==> src/rtl/gcd_arbiter.sv <==
// -----------------------------------------------------------------------------
// gcd_arbiter
//
// Purpose:
//   Round-robin front end that shares one external GCD engine between four
//   requesters. Only one job is in flight at a time. A job with a zero operand
//   never reaches the engine. Instead it is answered directly with a | b, so
//   gcd(0, x) = x and gcd(0, 0) = 0.
//
//   FSM: IDLE -> ISSUE -> WAIT -> RESP -> IDLE
//        IDLE -> RESP (zero-operand bypass)
//
// Configuration macro:
//   GCD_ARB_TIMEOUT_EN - when defined, a watchdog limits the time spent in
//                        WAIT to TIMEOUT cycles. On expiry the block answers
//                        with rsp_err = 1 and rsp_data = 0. If gcd_done arrives
//                        on the expiry cycle, the normal response wins.
//                        When the macro is undefined, rsp_err is tied to 0 and
//                        WAIT is held until gcd_done.
//
// Parameters:
//   WIDTH    operand/result width
//   TIMEOUT  WAIT watchdog limit in cycles (only used with GCD_ARB_TIMEOUT_EN)
//
// Ports:
//   clk         rising-edge clock
//   rst         asynchronous active-high reset
//   req_valid   per-requester request
//   req_ready   one-hot accept (combinational, IDLE only)
//   req_a/b     packed operands, requester i at [i*WIDTH +: WIDTH]
//   gcd_start   one-cycle start pulse to the engine
//   gcd_a/b     operands to the engine, held for the whole job
//   gcd_done    engine completion (ignored outside WAIT)
//   gcd_result  engine result, valid with gcd_done
//   rsp_valid   response valid (RESP state)
//   rsp_ready   response accept
//   rsp_id      requester index of the response
//   rsp_data    GCD result
//   rsp_err     timeout flag
//   busy        high in any state except IDLE
// -----------------------------------------------------------------------------
module gcd_arbiter #(
  parameter int WIDTH   = 16,
  parameter int TIMEOUT = 1023
) (
  input  logic               clk,
  input  logic               rst,
  input  logic [3:0]         req_valid,
  output logic [3:0]         req_ready,
  input  logic [4*WIDTH-1:0] req_a,
  input  logic [4*WIDTH-1:0] req_b,
  output logic               gcd_start,
  output logic [WIDTH-1:0]   gcd_a,
  output logic [WIDTH-1:0]   gcd_b,
  input  logic               gcd_done,
  input  logic [WIDTH-1:0]   gcd_result,
  output logic               rsp_valid,
  input  logic               rsp_ready,
  output logic [1:0]         rsp_id,
  output logic [WIDTH-1:0]   rsp_data,
  output logic               rsp_err,
  output logic               busy
);

  localparam logic [1:0] IDLE  = 2'd0;
  localparam logic [1:0] ISSUE = 2'd1;
  localparam logic [1:0] WAIT  = 2'd2;
  localparam logic [1:0] RESP  = 2'd3;

  // Reject nonsensical configurations at elaboration time.
  if (WIDTH < 1 || TIMEOUT < 1) begin : g_bad_params
    $error("gcd_arbiter: WIDTH and TIMEOUT must both be at least 1");
  end

  logic [1:0]       state_q, state_d;
  logic [1:0]       ptr_q,   ptr_d;
  logic [WIDTH-1:0] a_q,     a_d;
  logic [WIDTH-1:0] b_q,     b_d;
  logic [1:0]       id_q,    id_d;
  logic [WIDTH-1:0] data_q,  data_d;

`ifdef GCD_ARB_TIMEOUT_EN
  // The counter runs 0 .. TIMEOUT-1 while in WAIT.
  localparam int CNT_W = (TIMEOUT > 1) ? $clog2(TIMEOUT) : 1;
  logic [CNT_W-1:0] cnt_q, cnt_d;
  logic             err_q, err_d;
`endif

  // Unpack the per-requester operand slices.
  logic [WIDTH-1:0] a_slice [4];
  logic [WIDTH-1:0] b_slice [4];

  for (genvar gi = 0; gi < 4; gi++) begin : g_unpack
    assign a_slice[gi] = req_a[gi*WIDTH +: WIDTH];
    assign b_slice[gi] = req_b[gi*WIDTH +: WIDTH];
  end

  // Round-robin search. Start at ptr+1 and wrap. Requester ptr itself is
  // checked last (k = 4 wraps back onto ptr).
  logic [3:0] grant_vec;
  logic [1:0] grant_idx;
  logic       grant_any;
  logic [1:0] cand;

  always_comb begin
    grant_vec = 4'b0000;
    grant_idx = 2'd0;
    grant_any = 1'b0;
    cand      = 2'd0;
    for (int k = 1; k <= 4; k++) begin
      cand = ptr_q + 2'(k);
      if (!grant_any && req_valid[cand]) begin
        grant_any       = 1'b1;
        grant_idx       = cand;
        grant_vec[cand] = 1'b1;
      end
    end
  end

  logic [WIDTH-1:0] sel_a;
  logic [WIDTH-1:0] sel_b;
  logic             sel_zero;

  assign sel_a    = a_slice[grant_idx];
  assign sel_b    = b_slice[grant_idx];
  assign sel_zero = (sel_a == '0) || (sel_b == '0);

  // Next-state logic.
  always_comb begin
    state_d = state_q;
    ptr_d   = ptr_q;
    a_d     = a_q;
    b_d     = b_q;
    id_d    = id_q;
    data_d  = data_q;
`ifdef GCD_ARB_TIMEOUT_EN
    cnt_d   = cnt_q;
    err_d   = err_q;
`endif

    case (state_q)
      IDLE: begin
        // req_ready is one-hot to the winner, so any valid request means an
        // accept this cycle.
        if (grant_any) begin
          a_d  = sel_a;
          b_d  = sel_b;
          id_d = grant_idx;
`ifdef GCD_ARB_TIMEOUT_EN
          err_d = 1'b0;
`endif
          if (sel_zero) begin
            // OR of the operands yields the non-zero one, or 0 if both are 0.
            data_d  = sel_a | sel_b;
            state_d = RESP;
          end else begin
            state_d = ISSUE;
          end
        end
      end

      ISSUE: begin
`ifdef GCD_ARB_TIMEOUT_EN
        cnt_d = '0;
`endif
        state_d = WAIT;
      end

      WAIT: begin
        if (gcd_done) begin
          // Completion takes priority over a watchdog expiry on the same cycle.
          data_d  = gcd_result;
          state_d = RESP;
`ifdef GCD_ARB_TIMEOUT_EN
          err_d   = 1'b0;
        end else if (cnt_q == CNT_W'(TIMEOUT - 1)) begin
          data_d  = '0;
          err_d   = 1'b1;
          state_d = RESP;
        end else begin
          cnt_d   = cnt_q + 1'b1;
`endif
        end
      end

      RESP: begin
        if (rsp_ready) begin
          // The requester just served gets the lowest priority next time.
          ptr_d   = id_q;
          state_d = IDLE;
        end
      end

      default: state_d = IDLE;
    endcase
  end

  always_ff @(posedge clk or posedge rst) begin
    if (rst) begin
      state_q <= IDLE;
      ptr_q   <= 2'd3;
      a_q     <= '0;
      b_q     <= '0;
      id_q    <= 2'd0;
      data_q  <= '0;
`ifdef GCD_ARB_TIMEOUT_EN
      cnt_q   <= '0;
      err_q   <= 1'b0;
`endif
    end else begin
      state_q <= state_d;
      ptr_q   <= ptr_d;
      a_q     <= a_d;
      b_q     <= b_d;
      id_q    <= id_d;
      data_q  <= data_d;
`ifdef GCD_ARB_TIMEOUT_EN
      cnt_q   <= cnt_d;
      err_q   <= err_d;
`endif
    end
  end

  // The state register reads IDLE during reset. The accept path is therefore
  // also gated by rst, so a pending request cannot raise req_ready while rst
  // is high.
  assign req_ready = (state_q == IDLE && !rst) ? grant_vec : 4'b0000;
  assign gcd_start = (state_q == ISSUE);
  assign gcd_a     = a_q;
  assign gcd_b     = b_q;
  assign rsp_valid = (state_q == RESP);
  assign rsp_id    = id_q;
  assign rsp_data  = data_q;
  assign busy      = (state_q != IDLE);
`ifdef GCD_ARB_TIMEOUT_EN
  assign rsp_err   = err_q;
`else
  assign rsp_err   = 1'b0;
`endif

endmodule
==> config.mk <==
export PLATFORM = sky130hd
export DESIGN_NAME = gcd_arbiter
export DESIGN_NICKNAME = d
export VERILOG_FILES = /design/src/rtl/gcd_arbiter.sv
export SDC_FILE = /design/constraint.sdc
export NUM_CORES = 1
export LEC_CHECK = 0
export CAP_MARGIN = 5
export CORE_ASPECT_RATIO = 2
export CORE_MARGIN = 4
export CORE_UTILIZATION = 38
export CTS_CLUSTER_DIAMETER = 30
export CTS_CLUSTER_SIZE = 16
export DETAILED_ROUTE_END_ITERATION = 6
export GPL_TIMING_DRIVEN = 0
export PLACE_DENSITY = 0.73
export SLEW_MARGIN = 15
export SYNTH_ARGS = -nofsm -noshare
export SYNTH_HDL_FRONTEND = slang
export SYNTH_SLANG_ARGS = --single-unit
==> constraint.sdc <==
create_clock -name clk -period 7.4 [get_ports clk]
set_input_delay 1.48 -clock clk [delete_from_list [all_inputs] [get_ports clk]]
set_output_delay 1.48 -clock clk [all_outputs]
set_load 0.01 [all_outputs]
==> results.json, run 1 <==
{
  "status": "completed",
  "wirelength_um": 25500,
  "fp.dieH_um": 170,
  "rows": 58,
  "grt_overflow": 0,
  "drtPass1Iterations": 6,
  "final_cell_count_no_fill": 1010,
  "yosys.area.top_type": "dfrtp_1",
  "swShare_pct": 54.7,
  "cts.repair.resized": 0,
  "drt_iter0_drc": 472,
  "cts_htree_levels": 2,
  "ys_seq_area_share_pct": 27.2,
  "clock_latency_ps": 300,
  "slew_headroom_pct": 27.9,
  "layout_common_cells": "clkdlybuf4s50_1, nand2_1, o21ai_0, dfrtp_1, nand3_1",
  "clk_pin_slew_worst_paths_ps": 70,
  "grt_pass1_wl_um": 37200,
  "viasPerCell": 6.18,
  "start_util_pct": 39.2,
  "crit_slowest_cell": "clkbuf_1",
  "hold_buffers": 0,
  "finClkSkew_ps": 4.23,
  "fillers": 1157,
  "period_minus_slack_ps": 6770,
  "drtAntennaViolNets": 0,
  "syn_area_sq_um": 4970,
  "power.density_nw_per_um2": 503,
  "final_nets": 1019,
  "slowest_delay_ps": 690,
  "dieArea_sq_um": 15100,
  "placed_cells_incl_taps": 999,
  "syn_avg_cell_area_sq_um": 7.72,
  "clock_power_share_pct": 6.6,
  "place_congestion": 0.994,
  "leakage_nw": 2.98,
  "cts_tree": "yes",
  "async_flop_share_pct": 100,
  "num_io_pins": 210,
  "hpwl_um": 20900,
  "cap_violations": 0,
  "synth_fp_nets": 807,
  "critPathKind": "flop to output port",
  "port_buffers": 204,
  "fmax_mhz": 148,
  "synth_top_area_share_pct": 26.2,
  "synth_ff_type": "dfrtp_1",
  "area_delta_synth_final_pct": 48.4,
  "grt_pass1_vias": 6409,
  "critPathRequiredTime_ps": 5920,
  "post_drt_wl_per_cell_um": 25.2,
  "cpMostUsedCell": "clkbuf_1",
  "regArea_sq_um": 1350,
  "die_w_um": 88.9,
  "core_sq_um": 12700,
  "grt_max_degree": 39,
  "start_kind": "flop",
  "ys_top_cells_by_area": "dfrtp_1, nand2_1, o21ai_0",
  "grt_usage_pct": 33.6,
  "cts-buffers-inserted": 5,
  "postCtsSetupRepairBufs": 0,
  "multi_input_area_sq_um": 3300,
  "ys_warn_count": 0,
  "ir_drop_uv": 397,
  "drive_gt1_share_pct": 10.4,
  "worst_hold_slack_ps": 482,
  "worst-path-max-fanout": 13,
  "cts_num_sinks": 54,
  "post-route-period-util_pct": 91.5,
  "power_mw": 3.71,
  "setup_tns_ps": 0,
  "hold_viol": 0,
  "tightest_slew_ps": 1070,
  "combPwrFrac_pct": 78.6,
  "maxSlewViolCount": 0,
  "path_cells": "buf_6, inv_2, clkbuf_1, clkbuf_1, ha_1, buf_2, mux2_2, mux2_2, clkbuf_1, buf_1, nor3_1, a221oi_1, nor2_1, clkdlybuf4s50_1",
  "intPower_mw": 1.68,
  "netlist_instances": 644,
  "p_switching_mw": 2.03,
  "drc": 0,
  "setup_viol": 0,
  "worstPathArrival_ps": 5290,
  "critPathCaptureType": "output port",
  "hp-class": "flop to flop",
  "cts_root_buf": "clkbuf_16",
  "dr_total_vias": 6239,
  "synthDistinctLibCells": 71,
  "antenna_found_initial": 2,
  "clockBufferDepth": 2,
  "synth_seq_cells": 54,
  "power_frac_seq_pct": 14.7,
  "grt_setup_unrepaired": "no",
  "synth_edf_count": 0,
  "layout_commonest_cell": "clkdlybuf4s50_1",
  "final_util_pct": 58.1
}
stage by stage:
| step | instance area (sq um) | setup slack [ps] |
|---|---|---|
| floorplan | 4970 | 2470 |
| global placement | 7200 | 890 |
| detailed placement | 7220 | 869 |
| CTS | 7370 | 701 |
| global route | 7380 | 503 |
| finish | 7380 | 632 |
worst max-delay path, delay by kind of cell, from the launching register on:
kind,cells,cell delay (ps)
AND/OR/NAND/NOR,2,540
multiplexers,2,700
adder cells (fa/ha/maj),1,350
buffers and inverters,8,2800
AO/OA/AOI/OAI,1,160
flip-flops,1,430
power by group through the flow:
stage | combinational [mW] | sequential [mW] | clock [mW]
after CTS | 2.86 | 0.546 | 0.244
after detailed placement | 2.85 | 0.551 | 0
after floorplan | 1.65 | 0.595 | 0
final | 2.92 | 0.547 | 0.245
after global routing | 3.12 | 0.561 | 0.254
after global placement | 2.81 | 0.538 | 0
synth_stat cells (10+ instances only):
cell / count
mux2i_1: 22
o21ai_0: 53
nor2_1: 40
inv_1: 12
clkbuf_1: 25
a21oi_1: 23
dfrtp_1: 52
nand3_1: 46
o22ai_1: 12
mux2_2: 23
a31oi_1: 14
ha_1: 11
nor4_1: 10
nor3_1: 24
nand2_1: 142
layout make-up:
| type | instances | area share [%] |
|---|---|---|
| multi-input combinational | 526 | 44.7 |
| timing repair buffer | 205 | 27.9 |
| sequential | 54 | 18.3 |
| buffer | 51 | 3.70 |
| tap | 150 | 2.54 |
| clock buffer | 5 | 1.70 |
| inverter | 13 | 0.661 |
| clock inverter | 3 | 0.339 |
| antenna | 3 | 0.102 |
final timing paths:
| check | start | to | slack, ps | depth (start not counted) |
|---|---|---|---|---|
| setup / recovery | ptr_q[0]$_DFFE_PP1P_ | req_ready[0] | 630 | 14 |
| hold / removal | gcd_b[4]$_DFFE_PP0P_ | gcd_b[4]$_DFFE_PP0P_ | 480 | 2 |
| setup reg to reg | ptr_q[0]$_DFFE_PP1P_ | rsp_data[0]$_DFFE_PP0P_ | 710 | 17 |
| hold reg to reg | gcd_b[4]$_DFFE_PP0P_ | gcd_b[4]$_DFFE_PP0P_ | 480 | 2 |
| max in group asynchronous | rst | gcd_a[8]$_DFFE_PP0P_ | 5380 | 3 |
| min in group asynchronous | rst | rsp_data[9]$_DFFE_PP0P_ | 1480 | 2 |
layer usage:
| layer | GRT usage (%) | routed length (um) | share of wire (%) | up-vias |
|---|---|---|---|---|
| li1 | - | - | - | 2767 |
| met1 | 33.3 | 8200 | 32 | 2948 |
| met2 | 60.1 | 13400 | 53 | 406 |
| met3 | 4.42 | 1790 | 7.0 | 118 |
| met4 | 26.1 | 2060 | 8.1 | 0 |
| met5 | 0 | 0 | 0 | - |
flip-flops by register name, indices dropped and copies added (netlist names):
signal,cells
rsp_id,2
state_q,2
gcd_b,16
rsp_data,16
gcd_a,16
ptr_q,2
kinds of logic after synthesis:
family | Yosys count | synth area share [%]
mux | 54 | 12.8
simple gates | 298 | 27.9
buf+inv | 64 | 6.47
compound gates | 162 | 22.7
flops | 54 | 27.2
other cells | 1 | 0.0754
fa+ha+maj | 11 | 2.77
No activity file was read; power rests on OpenSTA's default activity.
==> run 2: changes to the inputs <==
--- a/config.mk
+++ b/config.mk
@@ -14,7 +14,7 @@
 export DETAILED_ROUTE_END_ITERATION = 6
 export GPL_TIMING_DRIVEN = 0
 export PLACE_DENSITY = 0.73
-export SLEW_MARGIN = 15
+export SLEW_MARGIN = 10
 export SYNTH_ARGS = -nofsm -noshare
 export SYNTH_HDL_FRONTEND = slang
 export SYNTH_SLANG_ARGS = --single-unit
==> run 2 against run 1 <==
Compared with the run above:
- cell area is essentially flat
- largest cell class unchanged
- sequential cell count is the same
- worst hold slack is essentially flat
- utilization about the same
==> results.json, run 2 (synthesis results as in run 1) <==
{
  "status": "completed",
  "tightest_slew_ps": 1090,
  "port_buffers": 204,
  "hp-class": "flop to flop",
  "grt_usage_pct": 33.6,
  "finClkSkew_ps": 4.03,
  "clock_latency_ps": 310,
  "whs_endpoint": "gcd_b[2]$_DFFE_PP0P_",
  "wirelength_um": 25600,
  "dieArea_sq_um": 15100,
  "r2r-start": "ptr_q[0]$_DFFE_PP1P_",
  "grt_overflow": 0,
  "worstPathArrival_ps": 5250,
  "die_w_um": 88.9,
  "hpwl_um": 20900,
  "setup_viol": 0,
  "area_delta_synth_final_pct": 48.5,
  "critPathKind": "flop to output port",
  "cap_violations": 0,
  "intPower_mw": 1.69,
  "core_sq_um": 12700,
  "setup_ws_ps": 668,
  "maxSlewViolCount": 0,
  "layout_commonest_cell": "clkdlybuf4s50_1",
  "final_cell_count_no_fill": 1010,
  "grt_pass1_vias": 6416,
  "min_from": "gcd_b[2]$_DFFE_PP0P_",
  "setup_tns_ps": 0,
  "drtAntennaViolNets": 0,
  "fp.dieH_um": 170,
  "r2r_end": "rsp_data[1]$_DFFE_PP0P_",
  "fmax_mhz": 149,
  "leakage_nw": 2.99,
  "rows": 58,
  "cts_htree_levels": 2,
  "post_drt_wl_per_cell_um": 25.3,
  "period_minus_slack_ps": 6730,
  "hold_depth": 2,
  "combPwrFrac_pct": 78.5,
  "cts_tree": "yes",
  "drt_iter0_drc": 563,
  "p_switching_mw": 2.04,
  "antenna_found_initial": 3,
  "clock_power_share_pct": 6.8,
  "cts_num_sinks": 54,
  "drtPass1Iterations": 5,
  "hold_buffers": 0,
  "ir_drop_uv": 443,
  "critPathCaptureType": "output port",
  "start_util_pct": 39.2,
  "regToRegSetupSlack_ps": 740,
  "layout_common_cells": "clkdlybuf4s50_1, nand2_1, o21ai_0, dfrtp_1, nand3_1",
  "placed_cells_incl_taps": 999,
  "cts_root_buf": "clkbuf_16",
  "grt_setup_unrepaired": "no",
  "reg2reg_depth": 17,
  "cts-buffers-inserted": 5,
  "dp_slack_ps": 860,
  "viasPerCell": 6.20,
  "num_io_pins": 210,
  "grt_pass1_wl_um": 37300,
  "design_area_sq_um": 7380,
  "hold_viol": 0,
  "power_frac_seq_pct": 14.6,
  "critPathRequiredTime_ps": 5920,
  "clk_pin_slew_worst_paths_ps": 70,
  "drc": 0,
  "place_congestion": 0.994,
  "post-route-period-util_pct": 91.0,
  "swShare_pct": 54.7,
  "slew_headroom_pct": 26.8,
  "cts.repair.resized": 0,
  "clockBufferDepth": 2,
  "final_util_pct": 58.1,
  "worst-path-max-fanout": 13,
  "grt_max_degree": 42,
  "dr_total_vias": 6259,
  "power.density_nw_per_um2": 505,
  "place_area_sq_um": 7220,
  "postCtsSetupRepairBufs": 0,
  "final_nets": 1019,
  "start_kind": "flop",
  "drive_gt1_share_pct": 10.4
}
==> run 2: power by group through the flow <==
stage	clock [mW]	combinational (mW)	sequential, mW
after floorplan	0	1.65	0.595
after global placement	0	2.81	0.538
after detailed placement	0	2.85	0.550
after CTS	0.254	2.86	0.545
after global routing	0.264	3.13	0.561
final	0.255	2.93	0.546
==> run 2: metal layers <==
layer,routed length (um),GRT usage (%),up-vias,part of all wire (%)
met3,1680,4.37,123,6.6
met1,8190,33.0,2962,32
met2,13400,60.6,408,52
met5,0,0,-,0
met4,2290,25.8,0,8.9
li1,-,-,2766,-
==> run 2: final cells by class <==
type | instances | area [sq um]
clock buffer | 6 | 139
fill | 1153 | 5320
multi-input combinational | 526 | 3300
tap | 150 | 188
buffer | 51 | 273
sequential | 54 | 1350
antenna | 3 | 7.51
clock inverter | 2 | 16.3
timing repair buffer | 205 | 2060
inverter | 13 | 48.8
==> run 2: how the worst max path moves through the flow <==
stage                          from                 endpoint  slack (ps)
3_3_place_gp   ptr_q[0]$_DFFE_PP1P_  rsp_data[0]$_DFFE_PP0P_         890
3_5_place_dp   ptr_q[0]$_DFFE_PP1P_  rsp_data[1]$_DFFE_PP0P_         860
6_report       ptr_q[0]$_DFFE_PP1P_             req_ready[0]         670
5_1_grt        ptr_q[0]$_DFFE_PP1P_             req_ready[3]         480
2_1_floorplan  ptr_q[0]$_DFFE_PP1P_             req_ready[0]        2470
4_1_cts        ptr_q[0]$_DFFE_PP1P_             req_ready[0]         700
==> run 2: stage by stage <==
| step | hold slack, ps | power [mW] |
|---|---|---|
| CTS | 485 | 3.66 |
| floorplan | 516 | 2.25 |
| finish | 483 | 3.73 |
| detailed placement | 469 | 3.40 |
| global placement | 464 | 3.35 |
| global route | 513 | 3.95 |
==> run 2: critical path, cell delays in order, from the launching register on <==
cell	delay [ps]
dfstp_2	430
buf_6	170
inv_2	120
clkbuf_1	500
clkbuf_1	680
ha_1	240
buf_2	230
mux2_2	430
mux2_2	340
clkbuf_1	280
buf_1	290
nor3_1	400
a221oi_1	150
nor2_1	130
clkdlybuf4s50_1	540
